**config.mk**
```make
export PLATFORM = sky130hd
export DESIGN_NAME = regfile_write_arbiter
export DESIGN_NICKNAME = d
export VERILOG_FILES = /design/src/rtl/regfile_arb_pkg.sv /design/src/rtl/regfile_write_arbiter_rr_pick2.sv /design/src/rtl/regfile_write_arbiter.sv
export SDC_FILE = /design/constraint.sdc
export NUM_CORES = 1
export LEC_CHECK = 0
export CORE_MARGIN = 5
export CORE_UTILIZATION = 45
export CTS_BUF_LIST = sky130_fd_sc_hd__clkbuf_8
export CTS_CLUSTER_DIAMETER = 80
export DETAILED_ROUTE_END_ITERATION = 10
export HOLD_SLACK_MARGIN = 0.15
export PLACE_DENSITY_LB_ADDON = 0.1
export SYNTH_ARGS = -nofsm -noshare
export SYNTH_HDL_FRONTEND = slang
export SYNTH_SLANG_ARGS = --single-unit
```
**constraint.sdc**
```tcl
create_clock -name CLK -period 5.7 [get_ports CLK]
set_input_delay 0.855 -clock CLK [delete_from_list [all_inputs] [get_ports CLK]]
set_output_delay 0.855 -clock CLK [all_outputs]
set_load 0.02 [all_outputs]
```
**src/rtl/regfile_arb_pkg.sv**
```systemverilog
// Shared types and constants for the register-file write-port arbiter.
package regfile_arb_pkg;
  typedef enum logic [1:0] {ARB_IDLE, ARB_OWN0, ARB_OWN1} arb_state_t;

  localparam int   ARB_CNT_W = 4;
  localparam logic REQ0      = 1'b0;
  localparam logic REQ1      = 1'b1;
endpackage

```
**src/rtl/regfile_write_arbiter_rr_pick2.sv**
```systemverilog
// Combinational two-way round-robin pick; PRIO breaks ties when both are valid.
module rr_pick2 (
  input  logic [1:0] VALID,
  input  logic       PRIO,
  output logic [1:0] GRANT,
  output logic       WINNER
);
  always_comb begin
    GRANT  = 2'b00;
    WINNER = PRIO;
    case (VALID)
      2'b01:   begin GRANT = 2'b01; WINNER = 1'b0; end
      2'b10:   begin GRANT = 2'b10; WINNER = 1'b1; end
      2'b11:   GRANT = PRIO ? 2'b10 : 2'b01;
      default: ;
    endcase
  end
endmodule

```
**src/rtl/regfile_write_arbiter.sv**
```systemverilog
// Shares the register file write port between ALU and load writeback, with a
// round-robin pick, bounded lock bursts and out-of-range address dropping.
module regfile_write_arbiter
  import regfile_arb_pkg::*;
#(
  parameter int NUM_REGS  = 8,
  parameter int ADDR_W    = 5,
  parameter int DATA_W    = 32,
  parameter int MAX_BURST = 4
) (
  input  logic              CLK,
  input  logic              RESET,
  input  logic              REQ0_VALID,
  input  logic              REQ0_LOCK,
  input  logic [ADDR_W-1:0] REQ0_ADDR,
  input  logic [DATA_W-1:0] REQ0_DATA,
  output logic              REQ0_READY,
  input  logic              REQ1_VALID,
  input  logic              REQ1_LOCK,
  input  logic [ADDR_W-1:0] REQ1_ADDR,
  input  logic [DATA_W-1:0] REQ1_DATA,
  output logic              REQ1_READY,
  output logic              WE3,
  output logic [ADDR_W-1:0] A3,
  output logic [DATA_W-1:0] WD3,
  output logic              WR_SRC,
  output logic              ERR
);
  localparam int                   AW1      = ADDR_W + 1;
  localparam logic [AW1-1:0]       ADDR_LIM = AW1'(NUM_REGS);
  localparam logic [ARB_CNT_W-1:0] CNT_MAX  = ARB_CNT_W'(MAX_BURST);

  logic [1:0]             w_valid, w_lock, w_grant_rr, w_ready;
  logic [1:0][ADDR_W-1:0] w_addr;
  logic [1:0][DATA_W-1:0] w_data;
  logic                   w_winner, w_owner, w_burst_done;
  logic                   w_acc, w_src, w_in_range;

  arb_state_t             r_state, w_state_nx;
  logic                   r_prio, w_prio_nx;
  logic [ARB_CNT_W-1:0]   r_cnt, w_cnt_nx;

  logic                   r_we, r_src, r_err;
  logic [ADDR_W-1:0]      r_a3;
  logic [DATA_W-1:0]      r_wd3;

  assign w_valid = {REQ1_VALID, REQ0_VALID};
  assign w_lock  = {REQ1_LOCK, REQ0_LOCK};
  assign w_addr  = {REQ1_ADDR, REQ0_ADDR};
  assign w_data  = {REQ1_DATA, REQ0_DATA};

  rr_pick2 u_pick (
    .VALID  (w_valid),
    .PRIO   (r_prio),
    .GRANT  (w_grant_rr),
    .WINNER (w_winner)
  );

  assign w_owner      = (r_state == ARB_OWN1) ? REQ1 : REQ0;
  assign w_burst_done = (r_cnt == CNT_MAX);

  // A full burst parks for one cycle with no grant before handing back.
  always_comb begin
    w_ready    = 2'b00;
    w_state_nx = r_state;
    w_prio_nx  = r_prio;
    w_cnt_nx   = r_cnt;
    case (r_state)
      ARB_IDLE: begin
        w_ready = w_grant_rr;
        if (|w_grant_rr) begin
          w_prio_nx = ~w_winner;
          if (w_lock[w_winner]) begin
            w_state_nx = w_winner ? ARB_OWN1 : ARB_OWN0;
            w_cnt_nx   = ARB_CNT_W'(1);
          end
        end
      end
      ARB_OWN0, ARB_OWN1: begin
        w_ready[w_owner] = w_valid[w_owner] & ~w_burst_done;
        if (w_ready[w_owner]) w_cnt_nx = r_cnt + ARB_CNT_W'(1);
        if (w_burst_done || !w_lock[w_owner]) begin
          w_state_nx = ARB_IDLE;
          w_prio_nx  = ~w_owner;
          w_cnt_nx   = '0;
        end
      end
      default: w_state_nx = ARB_IDLE;
    endcase
    if (RESET) w_ready = 2'b00;
  end

  assign REQ0_READY = w_ready[0];
  assign REQ1_READY = w_ready[1];

  assign w_acc      = |(w_ready & w_valid);
  assign w_src      = w_ready[1] ? REQ1 : REQ0;
  assign w_in_range = {1'b0, w_addr[w_src]} < ADDR_LIM;

  always_ff @(posedge CLK or posedge RESET) begin
    if (RESET) begin
      r_state <= ARB_IDLE;
      r_prio  <= REQ0;
      r_cnt   <= '0;
    end else begin
      r_state <= w_state_nx;
      r_prio  <= w_prio_nx;
      r_cnt   <= w_cnt_nx;
    end
  end

  // Dropped beats leave A3/WD3/WR_SRC holding the last real write.
  always_ff @(posedge CLK or posedge RESET) begin
    if (RESET) begin
      r_we  <= 1'b0;
      r_a3  <= '0;
      r_wd3 <= '0;
      r_src <= REQ0;
      r_err <= 1'b0;
    end else begin
      r_we <= w_acc & w_in_range;
      if (w_acc) begin
        if (w_in_range) begin
          r_a3  <= w_addr[w_src];
          r_wd3 <= w_data[w_src];
          r_src <= w_src;
        end else begin
          r_err <= 1'b1;
        end
      end
    end
  end

  assign WE3    = r_we;
  assign A3     = r_a3;
  assign WD3    = r_wd3;
  assign WR_SRC = r_src;
  assign ERR    = r_err;
endmodule

```
==> key figures, run 1 <==
Run
  • Max-cap violations: 0

Die
  • IO Count: about 120
  • DIE AREA: 6991 um^2
  • Initial Util: between 40% and 50%
  • Chip Width: ~84 um
  • Core box area: ~5200 um^2
  • Row count: 26
  • Die Ht: roughly 84 um

STA
  • # setup viols final: 0
  • Period utilisation layout: 66.55%
  • Slew Limit Fails: 0
  • Setup TNS: 0 ns
  • Final-report hold violation count: 0
  • Slew headroom: between 20% and 30%
  • Worst Skew: ~0.0056 ns
  • Worst Max-Slew Pin Slew: around 1.1 ns
  • Hold WS: 0.4787 ns
  • FMAX: between 0.2 and 0.3 GHz
  • RSZ-0062 raised after global routing: false
  • Final Critical Period: between 3 and 4 ns

Run status
  • Outcome: finished clean

CTS
  • Max H-tree Level: 2
  • TritonCTS Buffers: 5
  • Root Buffer: clkbuf_8
  • Postcts setup bufs: 0
  • CTS tree: built
  • Clock Sinks: 47
  • Cts repair resizes: 0
  • Deepest clock path buffer count: 2
  • Clk_lat worst skew: between 0.2 and 0.3 ns
  • Worst-path clk slew: around 0.080 ns
  • CTS Hold Bufs: 0

Finish
  • Nets: 449
  • Final core utilization: between 70 and 80%
  • Share of cells above drive strength 1: 12.19%
  • # fillers: ~400
  • # diodes: 0
  • Fin cells: approximately 430
  • Commonest non-fill, non-tap cell in the layout: clkdlybuf4s50_1
  • Layout area overhead: 53.36%
  • Leading cell types in the layout, fill and taps excluded: 121 x clkdlybuf4s50_1, 47 x dfrtp_1, 44 x inv_1

Logic synthesis
  • Yosys warning count: 0
  • Ys async rst share: between 90% and 100%
  • Synth unique cells: 39
  • Ranking of synthesized cells by area: dfrtp_1 48%, a21oi_2 10%, o22ai_1 9.0%
  • Post-synth top area cell: dfrtp_1
  • Synthesized flop and latch total: 47
  • Post-Syn Area: ~2400 um^2
  • Syn_area_per_cell: roughly 9.8 um^2
  • EDFF count, synth: 0
  • Sequential area share after synthesis: 48.23%
  • Share of the synthesized area in the top cell type: 48.23%
  • Top_reg_cell synth: dfrtp_1
  • Post-synth net total: around 340
  • Gate Count Post-Synth: 248

Setup path
  • Req. time, crit path: around 5.8 ns
  • CP Launch Point: REQ0_VALID
  • Critical path class: in -> reg
  • Worst Setup EP: WD3[30]$_DFFE_PP0P_
  • Worst endpoint data arrival time: 3.93 ns
  • Critical R2R Capture: WD3[30]$_DFFE_PP0P_
  • R2R depth: 6
  • Worst Path Max Fanout: 39
  • Critical R2R Launch: r_state[0]$_DFFE_PP0P_
  • R2R setup slack: approximately 2.5 ns
  • CP Capture Type: flop
  • CP Launch Type: input pin

Global routing
  • Vias in the first global route: around 2300
  • Gr ovfl total: 0
  • First-pass GRT wire length: 10940 um
  • Total GRT Usage: between 10% and 20%
  • Initial antenna violation count: 0
  • Largest net degree at the start of global routing: 48

Place
  • I/O Buffers: around 120
  • Hpwl dp: a little under 5000 um
  • Placed insts: around 430
  • GPL Wtd Cong: approximately 0.86

Drt
  • Post-Route WL: about 6600 um
  • Post-route DRC: 0
  • DRT iter0 DRCs: 70
  • Vias: between 2000 and 2500
  • Detailed Routing Iterations Pass 1: 4
  • Avg Vias per Cell: a little over 5
  • Avg WL per Cell: between 15 and 20 um
  • ANT nets after route: 0

Min path
  • HP Start: ERR$_DFFE_PP0P_
  • HP Class: reg -> reg

Power
  • Maximum VDD drop: 0.0002577 V
  • Leak pwr: 1.673 nW
  • Pwr Density: approximately 450 nW/um^2
## flip-flops by register name, summed over array words and instances, names as in the netlist
name	count
A3	5
WE3	1
r_state	2
ERR	1
r_prio	1
r_cnt	4
WR_SRC	1
WD3	32
## critical path, stage by stage
cell and delay [ns]:
clkdlybuf4s50_1 0.57, ha_1 0.30, nand2b_1 0.08, a21oi_1 0.11, o2111ai_4 0.81, and2_2 1.00, a21oi_1 0.17
## worst min-delay path by stage
stage	end	cells after the start	slack [ns]
4_1_cts	ERR$_DFFE_PP0P_	1	0.48
3_3_place_gp	ERR$_DFFE_PP0P_	1	0.46
5_1_grt	ERR$_DFFE_PP0P_	1	0.51
6_report	ERR$_DFFE_PP0P_	1	0.48
3_5_place_dp	ERR$_DFFE_PP0P_	1	0.47
2_1_floorplan	r_cnt[3]$_DFFE_PP0P_	1	0.45
## synthesized netlist by cell type, drive strengths merged (4+ instances only)
master and count:
a21oi 38, buf 6, clkbuf 9, dfrtp 47, ha 7, inv 44
mux2i 4, nand2 10, nand3 4, nor2 5, o21ai 6, o22ai 35
## per-stage QoR
stage                     setup slack, ns  area, um^2  total power [W]
final                               1.906        3740         0.001670
after global routing                1.627        3740         0.001793
after CTS                           1.878        3740         0.001690
after detailed placement            1.567        3667         0.001500
after global placement              1.649        3667         0.001476
after floorplan                     3.034        2439         0.001082
## kinds of logic after synthesis
family,share of synthesized area [%]
and+or+nand+nor,8.774
adders and majority gates,3.591
AOI/OAI and AO/OA,26.12
buffers and inverters,10.72
muxes,2.565
DFF,48.23
## per-layer routing
layer | GRT usage [%] | routed length (um) | vias to the layer above | part of all wire, %
met2 | 32.47 | 3256 | 71 | 49
met3 | 7.897 | 621 | 5 | 9.4
met4 | 3.070 | 38 | 0 | 0.58
met1 | 22.53 | 2686 | 1009 | 41
met5 | 0 | 0 | - | 0
li1 | - | - | 1092 | -
## area by class of cell
type                            instances  area (um^2)  share of cell area, %
Tap cell                               70        87.58                  2.342
Inverter                               44        165.2                  4.416
Timing Repair Buffer                  122         1219                  32.59
Clock inverter                          1        3.754                 0.1004
Clock buffer                            5        68.82                  1.840
Sequential cell                        47         1176                  31.45
Multi-Input combinational cell        142         1020                  27.27
## power by group
part,total [W],internal [W],switching [W]
logic,0.000921,0.000441,0.000481
registers,0.000568,0.000480,0.0000879
clock network,0.000181,0.0000802,0.000101
(Power assumes the default switching activity.)
==> run 2: changes to the inputs <==
- CORE_UTILIZATION: 45 -> 37
- clock period: 5.7 -> 3.14 ns (I/O delays scaled with it)
==> run 2 against run 1 <==
  * Utilization down 12 points
  * Routed wire length increased by 2.1%
  * Sequential power rose by 83%
  * Highest routed layer unchanged
  * Sequential cell count stayed put
  * Sequential share of layout area down 1.0 points
  * Die area up 19%
  * Critical path type is now in -> out
  * Clock skew grew 0.0048 ns
  * Global-route usage fell by 2.8 points
  * First-iteration DRC count shrank 37%
  * Final area is 3.3% higher
  * Final cell count up 3.7%
==> key figures, run 2 (same netlist as run 1, synthesis figures left out) <==
Finish
  • FF+latch area: around 1200 um^2
  • Nets: 456
  • Leading cell types in the layout, fill and taps excluded: 121 x clkdlybuf4s50_1, 47 x dfrtp_1, 43 x inv_1
  • Max reg flops: 32
  • # fillers: ~580
  • Multi-input logic area: about 1000 um^2
  • # diodes: 0
  • Commonest non-fill, non-tap cell in the layout: clkdlybuf4s50_1
  • Share of cells above drive strength 1: between 10% and 20%
  • Layout area overhead: 58.49%

Drt
  • Avg Vias per Cell: ~4.9
  • Detailed Routing Iterations Pass 1: 4
  • Post-Route WL: between 6000 and 7000 um
  • Vias: approximately 2200
  • Post-route DRC: 0
  • DRT iter0 DRCs: between 40 and 50
  • ANT nets after route: 0
  • Avg WL per Cell: between 15 and 20 um

Die
  • Chip Width: approximately 91 um
  • Row count: 29
  • Core box area: about 6400 um^2
  • DIE AREA: roughly 8300 um^2
  • IO Count: about 120
  • Die Ht: 91.19 um
  • Initial Util: between 30% and 40%

Run
  • Max-cap violations: 0

CTS
  • Deepest clock path buffer count: 2
  • Cts repair resizes: 0
  • Postcts setup bufs: 0
  • Clk_lat worst skew: 0.30 ns
  • Max H-tree Level: 2
  • Clock Sinks: 47
  • Root Buffer: clkbuf_8
  • TritonCTS Buffers: 5
  • Worst-path clk slew: roughly 0.090 ns
  • CTS Hold Bufs: 0
  • CTS tree: built

Power
  • Sw frac: 38.20%
  • Clock share of power: between 10% and 20%
  • P_int: 0.002007 W
  • Seq pwr share: 31.9%
  • Switching power: ~0.0012 W
  • Combinational fraction of design power: between 50 and 60%
  • Maximum VDD drop: between 0.0004 and 0.0005 V
  • Leak pwr: 1.727 nW
  • Pwr Density: between 800 and 900 nW/um^2

STA
  • Slew Limit Fails: 0
  • Period utilisation layout: a little over nine tenths
  • FMAX: 0.3391 GHz
  • Hold WS: 0.4759 ns
  • RSZ-0062 raised after global routing: false
  • Worst Skew: approximately 0.010 ns
  • Final Critical Period: 2.949 ns
  • Final-report hold violation count: 0
  • Worst Max-Slew Pin Slew: between 0.4 and 0.5 ns
  • Setup TNS: 0 ns
  • # setup viols final: 0
  • Slew headroom: a little over 70%

Place
  • Hpwl dp: between 5000 and 6000 um
  • GPL Wtd Cong: between 0.7 and 0.8
  • I/O Buffers: between 100 and 150

Global routing
  • Largest net degree at the start of global routing: 39
  • Vias in the first global route: between 2000 and 2500
  • Initial antenna violation count: 0
  • Total GRT Usage: 16.11%
  • Gr ovfl total: 0
  • First-pass GRT wire length: between 10000 and 15000 um

Setup path
  • Worst endpoint data arrival time: 2.48 ns
  • Critical path class: in -> out
  • R2R depth: 8
  • CP Launch Type: input pin
  • Worst Path Max Fanout: 8
  • R2R setup slack: around 0.50 ns
  • Critical R2R Capture: WD3[26]$_DFFE_PP0P_
  • Req. time, crit path: roughly 2.7 ns
  • CP Capture Type: output pin
  • Critical R2R Launch: r_state[1]$_DFFE_PP0P_

Run status
  • Outcome: finished clean

Min path
  • HP Class: in -> async
run 2: critical path, stage by stage:
cell and delay (ns):
clkdlybuf4s50_1 0.62, ha_1 0.24, nand2b_1 0.08, or3_1 0.31, a21oi_1 0.15, clkdlybuf4s50_1 0.61
run 2: area by class of cell:
class                   count  area share (%)
repair buffers            129           32.89
flip-flops and latches     47           30.43
multi-input cells         142           26.38
inverters                  44           4.273
well taps                  77           2.493
clock buffers               5           1.781
clock inverters             3           1.748
run 2: worst max-delay path by stage:
stage	startpoint	end	slack, ns	cells after the start
3_5_place_dp	REQ1_VALID	r_cnt[3]$_DFFE_PP0P_	0.09	7
2_1_floorplan	r_state[1]$_DFFE_PP0P_	ERR$_DFFE_PP0P_	0.72	10
5_1_grt	r_state[1]$_DFFE_PP0P_	REQ0_READY	0.07	7
6_report	REQ1_VALID	REQ0_READY	0.19	6
3_3_place_gp	REQ1_VALID	r_cnt[3]$_DFFE_PP0P_	0.23	7
4_1_cts	REQ1_VALID	REQ0_READY	0.18	6
run 2: per-stage QoR:
| stage | setup slack, ns | total power (W) | util (%) | std cells | instance area (um^2) |
|---|---|---|---|---|---|
| finish | 0.1914 | 0.003248 | 60.52 | 447 | 3865 |
| global route | 0.07409 | 0.003474 | 60.52 | 447 | 3865 |
| CTS | 0.1846 | 0.003287 | 60.52 | 447 | 3865 |
| detailed placement | 0.08967 | 0.002748 | 58.39 | 439 | 3729 |
| global placement | 0.2323 | 0.002716 | 58.39 | 439 | 3729 |
| floorplan | 0.7239 | 0.001964 | - | 248 | 2439 |
run 2: power by group through the flow:
stage / Sequential, W / Clock (W) / Combinational [W]
after floorplan: 0.00132 / 0 / 0.000648
after global placement: 0.00103 / 0 / 0.00169
after detailed placement: 0.00104 / 0 / 0.00171
after CTS: 0.00104 / 0.000540 / 0.00171
after global routing: 0.00107 / 0.000568 / 0.00183
final: 0.00104 / 0.000527 / 0.00168
run 2: metal layers:
| layer | routed length (um) | vias up | track usage, % |
|---|---|---|---|
| met4 | 63 | 0 | 5.012 |
| met1 | 2940 | 1016 | 20.18 |
| met3 | 590 | 5 | 5.868 |
| met5 | 0 | - | 0 |
| li1 | - | 1109 | - |
| met2 | 3147 | 79 | 25.96 |
